==> src/rtl/cache_membus_adapter.sv <==
// -----------------------------------------------------------------------------
// cache_membus_adapter
//
// Purpose:
//   Bridges the direct-mapped cache controller's line-wide memory port to a
//   narrow external word bus. A write-back request is sent out as a burst of
//   word beats. A fill request issues word-address beats and gathers the
//   returning words into one line. Completion is signalled with a
//   single-cycle ready pulse.
//
// Ports:
//   clk              clock (single domain)
//   reset_n          synchronous active-low reset
//   mem_req_valid    line request present (held by the cache controller)
//   mem_req_rw       1 = write-back line, 0 = fill line
//   mem_req_addr     byte address; low line-offset bits ignored
//   mem_req_data     write-back line, word 0 in the low bits
//   mem_resp_ready   one-cycle completion pulse
//   mem_resp_data    assembled fill line; holds until the next fill completes
//   bus_req          beat request
//   bus_we           beat is a write
//   bus_addr         word-aligned beat address
//   bus_wdata        write beat data
//   bus_gnt          beat accepted when bus_req & bus_gnt
//   bus_rvalid       read word returning (issue order, latency >= 1)
//   bus_rdata        read word data
//
// Build option:
//   MEMBUS_CRITICAL_WORD_FIRST_EN - read bursts start at the requested word
//   and wrap around the line; writes always go out in order 0..BEATS-1.
//
// state | meaning
// ------+----------------------------------------------------------------
// IDLE  | waiting for a line request; latches address, direction, data
// WR    | issuing write beats in order, one per grant
// RD    | issuing read address beats while collecting returned words
// RESP  | ready pulse for one cycle, then back to IDLE
// -----------------------------------------------------------------------------
module cache_membus_adapter #(
    parameter int BUS_W  = 32,
    parameter int LINE_W = 128,
    parameter int ADDR_W = 32
) (
    input  logic              clk,
    input  logic              reset_n,
    input  logic              mem_req_valid,
    input  logic              mem_req_rw,
    input  logic [ADDR_W-1:0] mem_req_addr,
    input  logic [LINE_W-1:0] mem_req_data,
    output logic              mem_resp_ready,
    output logic [LINE_W-1:0] mem_resp_data,
    output logic              bus_req,
    output logic              bus_we,
    output logic [ADDR_W-1:0] bus_addr,
    output logic [BUS_W-1:0]  bus_wdata,
    input  logic              bus_gnt,
    input  logic              bus_rvalid,
    input  logic [BUS_W-1:0]  bus_rdata
);

    localparam int BEATS  = LINE_W / BUS_W;
    localparam int BEAT_W = $clog2(BEATS);
    localparam int WOFF_W = $clog2(BUS_W / 8);
    localparam int LOFF_W = BEAT_W + WOFF_W;
    localparam int TAG_W  = ADDR_W - LOFF_W;
    localparam logic [BEAT_W-1:0] LAST_BEAT = BEAT_W'(BEATS - 1);

    typedef enum logic [1:0] {
        S_IDLE = 2'd0,
        S_WR   = 2'd1,
        S_RD   = 2'd2,
        S_RESP = 2'd3
    } state_t;

    state_t              state_q, state_d;
    logic [TAG_W-1:0]    tag_q, tag_d;
    logic [LINE_W-1:0]   wline_q, wline_d;
    logic [BEAT_W-1:0]   b0_q, b0_d;
    logic [BEAT_W-1:0]   iss_beat_q, iss_beat_d;
    logic                iss_done_q, iss_done_d;
    logic [BEAT_W-1:0]   ret_beat_q, ret_beat_d;
    logic                ret_done_q, ret_done_d;
    logic [LINE_W-1:0]   lbuf_q, lbuf_d;

    logic                resp_ready_q, resp_ready_d;
    logic [LINE_W-1:0]   resp_data_q, resp_data_d;
    logic                bus_req_q, bus_req_d;
    logic                bus_we_q, bus_we_d;
    logic [ADDR_W-1:0]   bus_addr_q, bus_addr_d;
    logic [BUS_W-1:0]    bus_wdata_q, bus_wdata_d;

    logic [TAG_W-1:0]    req_tag;
    logic [BEAT_W-1:0]   start_beat;
    logic [BEAT_W-1:0]   iss_beat_nx;
    logic [BEAT_W-1:0]   iss_lane_nx;
    logic [BEAT_W-1:0]   ret_lane;
    logic [BEAT_W:0]     iss_cnt;
    logic [BEAT_W:0]     ret_cnt;
    logic                gnt_fire;
    logic                rv_fire;
    logic                unused_addr_bits;

    assign req_tag     = mem_req_addr[ADDR_W-1:LOFF_W];
    assign iss_beat_nx = iss_beat_q + BEAT_W'(1);
    assign iss_lane_nx = b0_q + iss_beat_nx;
    assign ret_lane    = b0_q + ret_beat_q;

    // Counts 0..BEATS are the done flag on top of the wrapped beat index, so a
    // finished counter reads as BEATS and never wraps into an extra beat.
    assign iss_cnt = {iss_done_q, iss_beat_q};
    assign ret_cnt = {ret_done_q, ret_beat_q};

    assign gnt_fire = bus_req_q & bus_gnt;
    // Only words that have an outstanding issued address are accepted; any
    // other rvalid (stray, or outside a fill) is dropped.
    assign rv_fire  = (state_q == S_RD) & bus_rvalid & (ret_cnt < iss_cnt);

    // Word/byte offset bits only matter to the critical-word-first start beat.
    assign unused_addr_bits = ^mem_req_addr[LOFF_W-1:0];

    always_comb begin
`ifdef MEMBUS_CRITICAL_WORD_FIRST_EN
        start_beat = mem_req_rw ? '0 : mem_req_addr[LOFF_W-1:WOFF_W];
`else
        start_beat = '0;
`endif
    end

    always_comb begin
        state_d      = state_q;
        tag_d        = tag_q;
        wline_d      = wline_q;
        b0_d         = b0_q;
        iss_beat_d   = iss_beat_q;
        iss_done_d   = iss_done_q;
        ret_beat_d   = ret_beat_q;
        ret_done_d   = ret_done_q;
        lbuf_d       = lbuf_q;
        resp_ready_d = 1'b0;
        resp_data_d  = resp_data_q;
        bus_req_d    = bus_req_q;
        bus_we_d     = bus_we_q;
        bus_addr_d   = bus_addr_q;
        bus_wdata_d  = bus_wdata_q;

        case (state_q)
            S_IDLE: begin
                if (mem_req_valid) begin
                    tag_d      = req_tag;
                    wline_d    = mem_req_data;
                    b0_d       = start_beat;
                    iss_beat_d = '0;
                    iss_done_d = 1'b0;
                    ret_beat_d = '0;
                    ret_done_d = 1'b0;
                    bus_req_d  = 1'b1;
                    bus_we_d   = mem_req_rw;
                    bus_addr_d = {req_tag, start_beat, {WOFF_W{1'b0}}};
                    if (mem_req_rw) begin
                        bus_wdata_d = mem_req_data[BUS_W-1:0];
                    end
                    state_d    = mem_req_rw ? S_WR : S_RD;
                end
            end

            S_WR: begin
                if (gnt_fire) begin
                    if (iss_beat_q == LAST_BEAT) begin
                        iss_beat_d   = '0;
                        iss_done_d   = 1'b1;
                        bus_req_d    = 1'b0;
                        bus_we_d     = 1'b0;
                        resp_ready_d = 1'b1;
                        state_d      = S_RESP;
                    end else begin
                        iss_beat_d  = iss_beat_nx;
                        bus_addr_d  = {tag_q, iss_beat_nx, {WOFF_W{1'b0}}};
                        bus_wdata_d = wline_q[int'(iss_beat_nx) * BUS_W +: BUS_W];
                    end
                end
            end

            S_RD: begin
                // Issue and return advance independently; both may move in
                // the same cycle.
                if (gnt_fire) begin
                    if (iss_beat_q == LAST_BEAT) begin
                        iss_beat_d = '0;
                        iss_done_d = 1'b1;
                        bus_req_d  = 1'b0;
                    end else begin
                        iss_beat_d = iss_beat_nx;
                        bus_addr_d = {tag_q, iss_lane_nx, {WOFF_W{1'b0}}};
                    end
                end
                if (rv_fire) begin
                    lbuf_d[int'(ret_lane) * BUS_W +: BUS_W] = bus_rdata;
                    if (ret_beat_q == LAST_BEAT) begin
                        ret_beat_d   = '0;
                        ret_done_d   = 1'b1;
                        resp_ready_d = 1'b1;
                        resp_data_d  = lbuf_d;
                        state_d      = S_RESP;
                    end else begin
                        ret_beat_d = ret_beat_q + BEAT_W'(1);
                    end
                end
            end

            S_RESP: begin
                state_d = S_IDLE;
            end

            default: begin
                state_d = S_IDLE;
            end
        endcase
    end

    always_ff @(posedge clk) begin
        if (!reset_n) begin
            state_q      <= S_IDLE;
            tag_q        <= '0;
            wline_q      <= '0;
            b0_q         <= '0;
            iss_beat_q   <= '0;
            iss_done_q   <= 1'b0;
            ret_beat_q   <= '0;
            ret_done_q   <= 1'b0;
            lbuf_q       <= '0;
            resp_ready_q <= 1'b0;
            resp_data_q  <= '0;
            bus_req_q    <= 1'b0;
            bus_we_q     <= 1'b0;
            bus_addr_q   <= '0;
            bus_wdata_q  <= '0;
        end else begin
            state_q      <= state_d;
            tag_q        <= tag_d;
            wline_q      <= wline_d;
            b0_q         <= b0_d;
            iss_beat_q   <= iss_beat_d;
            iss_done_q   <= iss_done_d;
            ret_beat_q   <= ret_beat_d;
            ret_done_q   <= ret_done_d;
            lbuf_q       <= lbuf_d;
            resp_ready_q <= resp_ready_d;
            resp_data_q  <= resp_data_d;
            bus_req_q    <= bus_req_d;
            bus_we_q     <= bus_we_d;
            bus_addr_q   <= bus_addr_d;
            bus_wdata_q  <= bus_wdata_d;
        end
    end

    assign mem_resp_ready = resp_ready_q;
    assign mem_resp_data  = resp_data_q;
    assign bus_req        = bus_req_q;
    assign bus_we         = bus_we_q;
    assign bus_addr       = bus_addr_q;
    assign bus_wdata      = bus_wdata_q;

endmodule

==> config.mk <==
export PLATFORM = sky130hd
export DESIGN_NAME = cache_membus_adapter
export DESIGN_NICKNAME = d
export VERILOG_FILES = /design/src/rtl/cache_membus_adapter.sv
export SDC_FILE = /design/constraint.sdc
export NUM_CORES = 1
export LEC_CHECK = 0
export CORE_UTILIZATION = 50
export CTS_CLUSTER_DIAMETER = 30
export CTS_CLUSTER_SIZE = 8
export DETAILED_ROUTE_END_ITERATION = 10
export MAX_ROUTING_LAYER = met4
export PLACE_DENSITY = 0.77
export SLEW_MARGIN = 20
export SYNTH_ARGS = -nofsm -noshare
export SYNTH_HDL_FRONTEND = slang
export SYNTH_SLANG_ARGS = --single-unit
==> constraint.sdc <==
create_clock -name clk -period 2.5 [get_ports clk]
set_input_delay 0.5 -clock clk [delete_from_list [all_inputs] [get_ports clk]]
set_output_delay 0.5 -clock clk [all_outputs]
set_load 0.05 [all_outputs]
==> impl_metrics.env, run 1 <==
export IMPL_die_area_um2=41300
export IMPL_setup_tns_ns=0
export IMPL_critPathTopFamily="buffers and inverters"
export IMPL_p_leak_nw=11.5
export IMPL_core_area_um2=39800
export IMPL_cell_internal_pwr_w=0.0208
export IMPL_syn_avg_cell_area_um2=8.99
export IMPL_cp_end_kind="flop"
export IMPL_hold_viol=0
export IMPL_drtAntennaViolNets=0
export IMPL_cp_slowest_cell="dfxtp_1"
export IMPL_clk_latency_ns=0.61
export IMPL_cellPowerDensity_nw_per_um2=1070
export IMPL_grt_pass1_wl_um=98300
export IMPL_cts_root_buf="clkbuf_16"
export IMPL_skew_ns=0.0196
export IMPL_hold_buffers=0
export IMPL_die_y_um=203
export IMPL_stdcell_count=3168
export IMPL_cts_tree="built"
export IMPL_layout_commonest_cell="dfxtp_1"
export IMPL_path_class="flop to flop"
export IMPL_vias_per_cell=5.80
export IMPL_numClockSinks=485
export IMPL_cts_setup_buffers=0
export IMPL_rsz0062_at_grt="false"
export IMPL_synth_cell_types=45
export IMPL_place_hpwl_um=38700
export IMPL_drive_gt1_frac=0.105
export IMPL_slowest_delay_ns=0.45
export IMPL_area_growth_syn_to_layout_pct=38.3
export IMPL_syn_cell_area_um2=20200
export IMPL_seq_power_share=0.309
export IMPL_relSlewSlack=0.534
export IMPL_fin_crit_ns=2.36
export IMPL_initial_core_util=0.508
export IMPL_rows=73
export IMPL_synth_edff_count=0
export IMPL_portBuffers=386
export IMPL_finalCritPeriodShare=0.946
export IMPL_globalplace_congestion=0.854
export IMPL_antenna_found_initial=7
export IMPL_n_fill_cell=2959
export IMPL_wl_um=61900
export IMPL_ir_drop_mv=0.836
export IMPL_path_cells="inv_1, ha_1, nor4bb_4, buf_4, a21oi_1, a211oi_1"
export IMPL_worst_pin_slew_ns=0.699
export IMPL_synth_async_reset_ratio=0
export IMPL_cts_max_level=3
export IMPL_grt_usage=0.305
export IMPL_combPwrFrac=0.249
export IMPL_status="completed"
export IMPL_critical_path_arrival_ns=2.86
export IMPL_fin_nets=2781
export IMPL_io_pins=393
export IMPL_cts_buffer_depth=3
export IMPL_drc=0
export IMPL_holdCritPathClass="primary input to flop"
export IMPL_cp_max_fo=23
export IMPL_worst_endpoint_required_ns=2.99
export IMPL_fmax_mhz=423
export IMPL_synth_seq_area_share=0.480
export IMPL_syn_instance_count=2250
export IMPL_ys_seq_elements=485
export IMPL_grt_max_degree=136
export IMPL_finalMaxSlewViolations=0
export IMPL_grt_pass1_vias=18300
export IMPL_synthFlopType="dfxtp_1"
export IMPL_post_drt_wl_per_cell_um=19.5
export IMPL_first_pass_iters=5
export IMPL_yosys_warnings=0
export IMPL_p_sw_frac=0.308
export IMPL_grt_overflow_total=0
export IMPL_switchingPower_w=0.00926
export IMPL_clk_pin_slew_ns=0.05
export IMPL_startpoint_type="flop"
export IMPL_critPathBufInv=2
export IMPL_p_clk_frac=0.442
export IMPL_mostFrequentLayoutCells="dfxtp_1, clkdlybuf4s50_1, a21oi_1"
export IMPL_dr_first_iter_drc_count=1483
export IMPL_via_count=18400
export IMPL_placed_cells=2996
export IMPL_setup_viol=0
export IMPL_cap_violations=0
export IMPL_fp_dieW_um=203
export IMPL_cts_made_buffers=96
-- sequential cells by signal (all words and copies together), names as in the netlist --
| register | flops |
|---|---|
| bus_addr | 30 |
| bus_req | 1 |
| bus_wdata | 32 |
| bus_we | 1 |
| iss_beat_q | 2 |
| iss_done_q | 1 |
| lbuf_q | 128 |
| mem_resp_data | 128 |
| mem_resp_ready | 1 |
| ret_beat_q | 2 |
| ret_done_q | 1 |
| state_q | 2 |
| tag_q | 28 |
| wline_q | 128 |
-- logic make-up after synthesis --
logic type               share of synthesized area
buffers and inverters                       0.0521
other                                     0.000185
multiplexers                                0.0684
flip-flops                                   0.480
AO/OA/AOI/OAI                                0.220
adder cells (fa/ha/maj)                    0.00866
AND/OR/NAND/NOR                              0.171
-- worst paths after layout --
kind,start,endpoint,slack [ns],cells after the start
setup / recovery,ret_beat_q[0],lbuf_q[107],0.14,6
hold / removal,reset_n,iss_done_q,0.29,3
setup reg to reg,ret_beat_q[0],lbuf_q[107],0.14,6
hold reg to reg,wline_q[21],wline_q[21],0.45,2
-- synth_stat cells, drive strengths merged (2+ instances only) --
cell | count | area share
ha | 14 | 0.0087
nand4 | 3 | 0.00093
a21oi | 322 | 0.080
o2111ai | 2 | 0.00087
o211ai | 3 | 0.0011
buf | 84 | 0.025
nand2b | 7 | 0.0022
nor4bb | 3 | 0.0015
nor2b | 129 | 0.040
a211o | 2 | 0.00087
o21ai | 32 | 0.0079
nand3 | 133 | 0.033
o211a | 129 | 0.064
inv | 8 | 0.0015
mux2 | 2 | 0.0011
mux2i | 64 | 0.032
clkbuf | 135 | 0.025
mux4 | 32 | 0.036
nor2 | 164 | 0.031
nand2 | 318 | 0.059
and2 | 2 | 0.00062
nand3b | 3 | 0.0011
a211oi | 158 | 0.061
dfxtp | 485 | 0.48
-- area by class of cell --
class | instances | area (um2) | area share
clock buffers | 120 | 2710 | 0.0967
well taps | 525 | 657 | 0.0235
repair buffers | 439 | 4610 | 0.165
clock inverters | 45 | 669 | 0.0239
multi-input cells | 1538 | 9570 | 0.342
inverters | 9 | 41.3 | 0.00148
flip-flops and latches | 485 | 9710 | 0.347
diodes | 7 | 17.5 | 0.000626
-- worst min-delay path: stages --
cell and delay [ns]:
buf_6 0.19, nand2_1 0.09, nor2_1 0.03
-- power by group through the flow --
stage	registers [W]	clock network [W]	logic, W
final	0.00928	0.0133	0.00747
after global routing	0.00937	0.0138	0.00803
after CTS	0.00927	0.0134	0.00747
after detailed placement	0.00937	0	0.00739
after global placement	0.00932	0	0.00723
after floorplan	0.0106	0	0.00376
-- metrics by stage --
step                hold slack [ns]  setup WS (ns)  power, W   util  cell area (um2)
CTS                           0.255          0.117    0.0301  0.702            28000
floorplan                     0.433          0.481    0.0144      -            20200
global placement              0.439          0.127    0.0165  0.617            24600
global route                  0.268         0.0138    0.0312  0.703            28000
detailed placement            0.445         0.0475    0.0168  0.617            24600
finish                        0.286          0.135    0.0300  0.703            28000
-- metal layers --
metal / track usage / vias up / part of all wire / wire [um]
met2: 0.491 / 739 / 0.48 / 30000
met1: 0.359 / 8871 / 0.40 / 24600
met4: 0.139 / 0 / 0.040 / 2450
li1: - / 8598 / - / -
met3: 0.0756 / 155 / 0.079 / 4870
met5: - / - / 0 / 0
-- what timing repair did --
action,CTS,global route
hold endpoints to repair,0,0
resized for setup,0,1
endpoints found under the setup margin,0,3
No activity file was read; power rests on OpenSTA's default activity.
==> inputs of run 2 (changes only) <==
--- a/config.mk
+++ b/config.mk
@@ -5,12 +5,16 @@
 export SDC_FILE = /design/constraint.sdc
 export NUM_CORES = 1
 export LEC_CHECK = 0
-export CORE_UTILIZATION = 50
+export CELL_PAD_IN_SITES_DETAIL_PLACEMENT = 1
+export CELL_PAD_IN_SITES_GLOBAL_PLACEMENT = 1
+export CORE_MARGIN = 2
+export CORE_UTILIZATION = 40
+export CTS_BUF_LIST = sky130_fd_sc_hd__clkbuf_4
 export CTS_CLUSTER_DIAMETER = 30
 export CTS_CLUSTER_SIZE = 8
 export DETAILED_ROUTE_END_ITERATION = 10
 export MAX_ROUTING_LAYER = met4
-export PLACE_DENSITY = 0.77
+export PLACE_DENSITY_LB_ADDON = 0.1
 export SLEW_MARGIN = 20
 export SYNTH_ARGS = -nofsm -noshare
 export SYNTH_HDL_FRONTEND = slang
==> run 2 against run 1 <==
  * Combinational power fell by 3%
  * Via count fell by 1.7%
  * Wire length rose by 7.2%
  * Critical path type is now flop to primary output
  * Cell area fell by 6.0%
  * Worst setup slack improved by 0.018 ns
==> impl_metrics.env, run 2 (synthesis gave the netlist of run 1 again) <==
export IMPL_skew_ns=0.0549
export IMPL_wl_um=66300
export IMPL_cts_made_buffers=112
export IMPL_antenna_found_initial=18
export IMPL_p_clk_frac=0.318
export IMPL_n_fill_cell=5840
export IMPL_cp_end_kind="primary output"
export IMPL_cell_internal_pwr_w=0.0155
export IMPL_startpoint_type="flop"
export IMPL_relSlewSlack=0.513
export IMPL_switchingPower_w=0.00869
export IMPL_finalMaxSlewViolations=0
export IMPL_path_cells="dlygate4sd2_1"
export IMPL_drtAntennaViolNets=0
export IMPL_cp_slowest_cell="dlygate4sd2_1"
export IMPL_wl_met1_um=28000
export IMPL_cts_buffer_depth=3
export IMPL_cts_root_buf="clkbuf_4"
export IMPL_seq_power_share=0.381
export IMPL_slowest_delay_ns=0.65
export IMPL_vias_per_cell=5.37
export IMPL_wl_met2_um=32700
export IMPL_numClockSinks=485
export IMPL_fin_crit_ns=2.35
export IMPL_path_class="flop to primary output"
export IMPL_ir_drop_mv=0.567
export IMPL_cp_max_fo=2
export IMPL_worst_endpoint_required_ns=2.00
export IMPL_finalCritPeriodShare=0.939
export IMPL_setup_viol=0
export IMPL_worst_pin_slew_ns=0.731
export IMPL_p_sw_frac=0.359
export IMPL_core_area_um2=50100
export IMPL_die_y_um=229
export IMPL_io_pins=393
export IMPL_rsz0062_at_grt="false"
export IMPL_dr_first_iter_drc_count=861
export IMPL_setup_tns_ns=0
export IMPL_hold_viol=0
export IMPL_drc=0
export IMPL_multi_input_area_um2=9590
export IMPL_post_drt_wl_per_cell_um=19.7
export IMPL_critical_path_arrival_ns=1.85
export IMPL_portBuffers=386
export IMPL_grt_overflow_total=0
export IMPL_place_hpwl_um=43100
export IMPL_initial_core_util=0.404
export IMPL_grt_pass1_wl_um=105000
export IMPL_status="completed"
export IMPL_highest_layer="met4"
export IMPL_timing_reg2reg_setup_slack_ns=0.22
export IMPL_combPwrFrac=0.301
export IMPL_holdCritPathClass="primary input to flop"
export IMPL_cellPowerDensity_nw_per_um2=919
export IMPL_critPathTopFamily="buffers and inverters"
export IMPL_dp_slack_ns=0.0821
export IMPL_p_leak_nw=11.7
export IMPL_regArea_um2=9710
export IMPL_via_count=18000
export IMPL_cts_setup_buffers=0
export IMPL_cap_violations=0
export IMPL_die_area_um2=52400
export IMPL_design_power_total_w=0.0242
export IMPL_area_growth_syn_to_layout_pct=30.0
export IMPL_drive_gt1_frac=0.113
export IMPL_cts_tree="built"
export IMPL_wl_met3_um=4020
export IMPL_mostFrequentLayoutCells="dfxtp_1, a21oi_1, nand2_1"
export IMPL_grt_usage=0.257
export IMPL_critPathBufInv=1
export IMPL_fmax_mhz=426
export IMPL_fin_ws_ns=0.153
export IMPL_first_pass_iters=5
export IMPL_layout_commonest_cell="dfxtp_1"
export IMPL_cts_max_level=3
export IMPL_grt_pass1_vias=19300
export IMPL_grt_max_degree=157
export IMPL_fin_nets=2797
export IMPL_fp_dieW_um=229
export IMPL_rows=82
export IMPL_globalplace_congestion=0.790
export IMPL_clk_latency_ns=0.85
export IMPL_clk_pin_slew_ns=0.07
==> run 2: changes by cell type in the layout (fill, tap and decap cells not counted), sizes merged <==
cell and change:
dlygate4sd2 +192, clkdlybuf4s50 -192, clkinv +28, diode +11, buf -2, dlygate4sd3 +1, clkdlybuf4s15 +1, clkinvlp -1
clkbuf +11
==> run 2: cell type report <==
class                   count  area share
flip-flops and latches    485       0.369
clock inverters            72      0.0286
repair buffers            439       0.165
clock buffers             131      0.0374
inverters                   9     0.00157
well taps                 672      0.0320
multi-input cells        1538       0.364
diodes                     18     0.00171
==> run 2: power groups by stage <==
stage	Sequential (W)	Clock, W	Combinational (W)
final	0.00921	0.00769	0.00728
after global routing	0.00933	0.00827	0.00788
after CTS	0.00921	0.00790	0.00734
after detailed placement	0.00939	0	0.00756
after global placement	0.00933	0	0.00741
after floorplan	0.0106	0	0.00376
==> run 2: per-layer routing <==
layer	vias up	GRT usage
li1	8686	-
met1	8894	0.294
met2	361	0.433
met3	107	0.0751
met4	0	0.0832
met5	-	-
==> run 2: timing repair <==
item / CTS / global route
gates resized for setup: 193 / 3
hold endpoints to repair: 17 / 0
hold buffers: 1 / 0
endpoints found under the setup margin: 193 / 11
==> run 2: metrics by stage <==
step	instance area [um2]	hold WS, ns	utilization	cells
5_1_grt	26300	0.134	0.525	3364
3_5_place_dp	24700	0.447	0.494	3142
6_report	26300	0.194	0.525	3364
3_3_place_gp	24700	0.439	0.494	3142
4_1_cts	26200	0.0948	0.524	3346
2_1_floorplan	20200	0.433	-	2251
==> run 2: path summary, 6_finish.rpt <==
check	from	endpoint	cells past startpoint
setup reg to reg	state_q[0]	lbuf_q[61]	8
hold reg to reg	wline_q[30]	wline_q[30]	2
setup / recovery	mem_resp_data[29]	mem_resp_data[29]	1
hold / removal	mem_req_data[84]	wline_q[84]	3
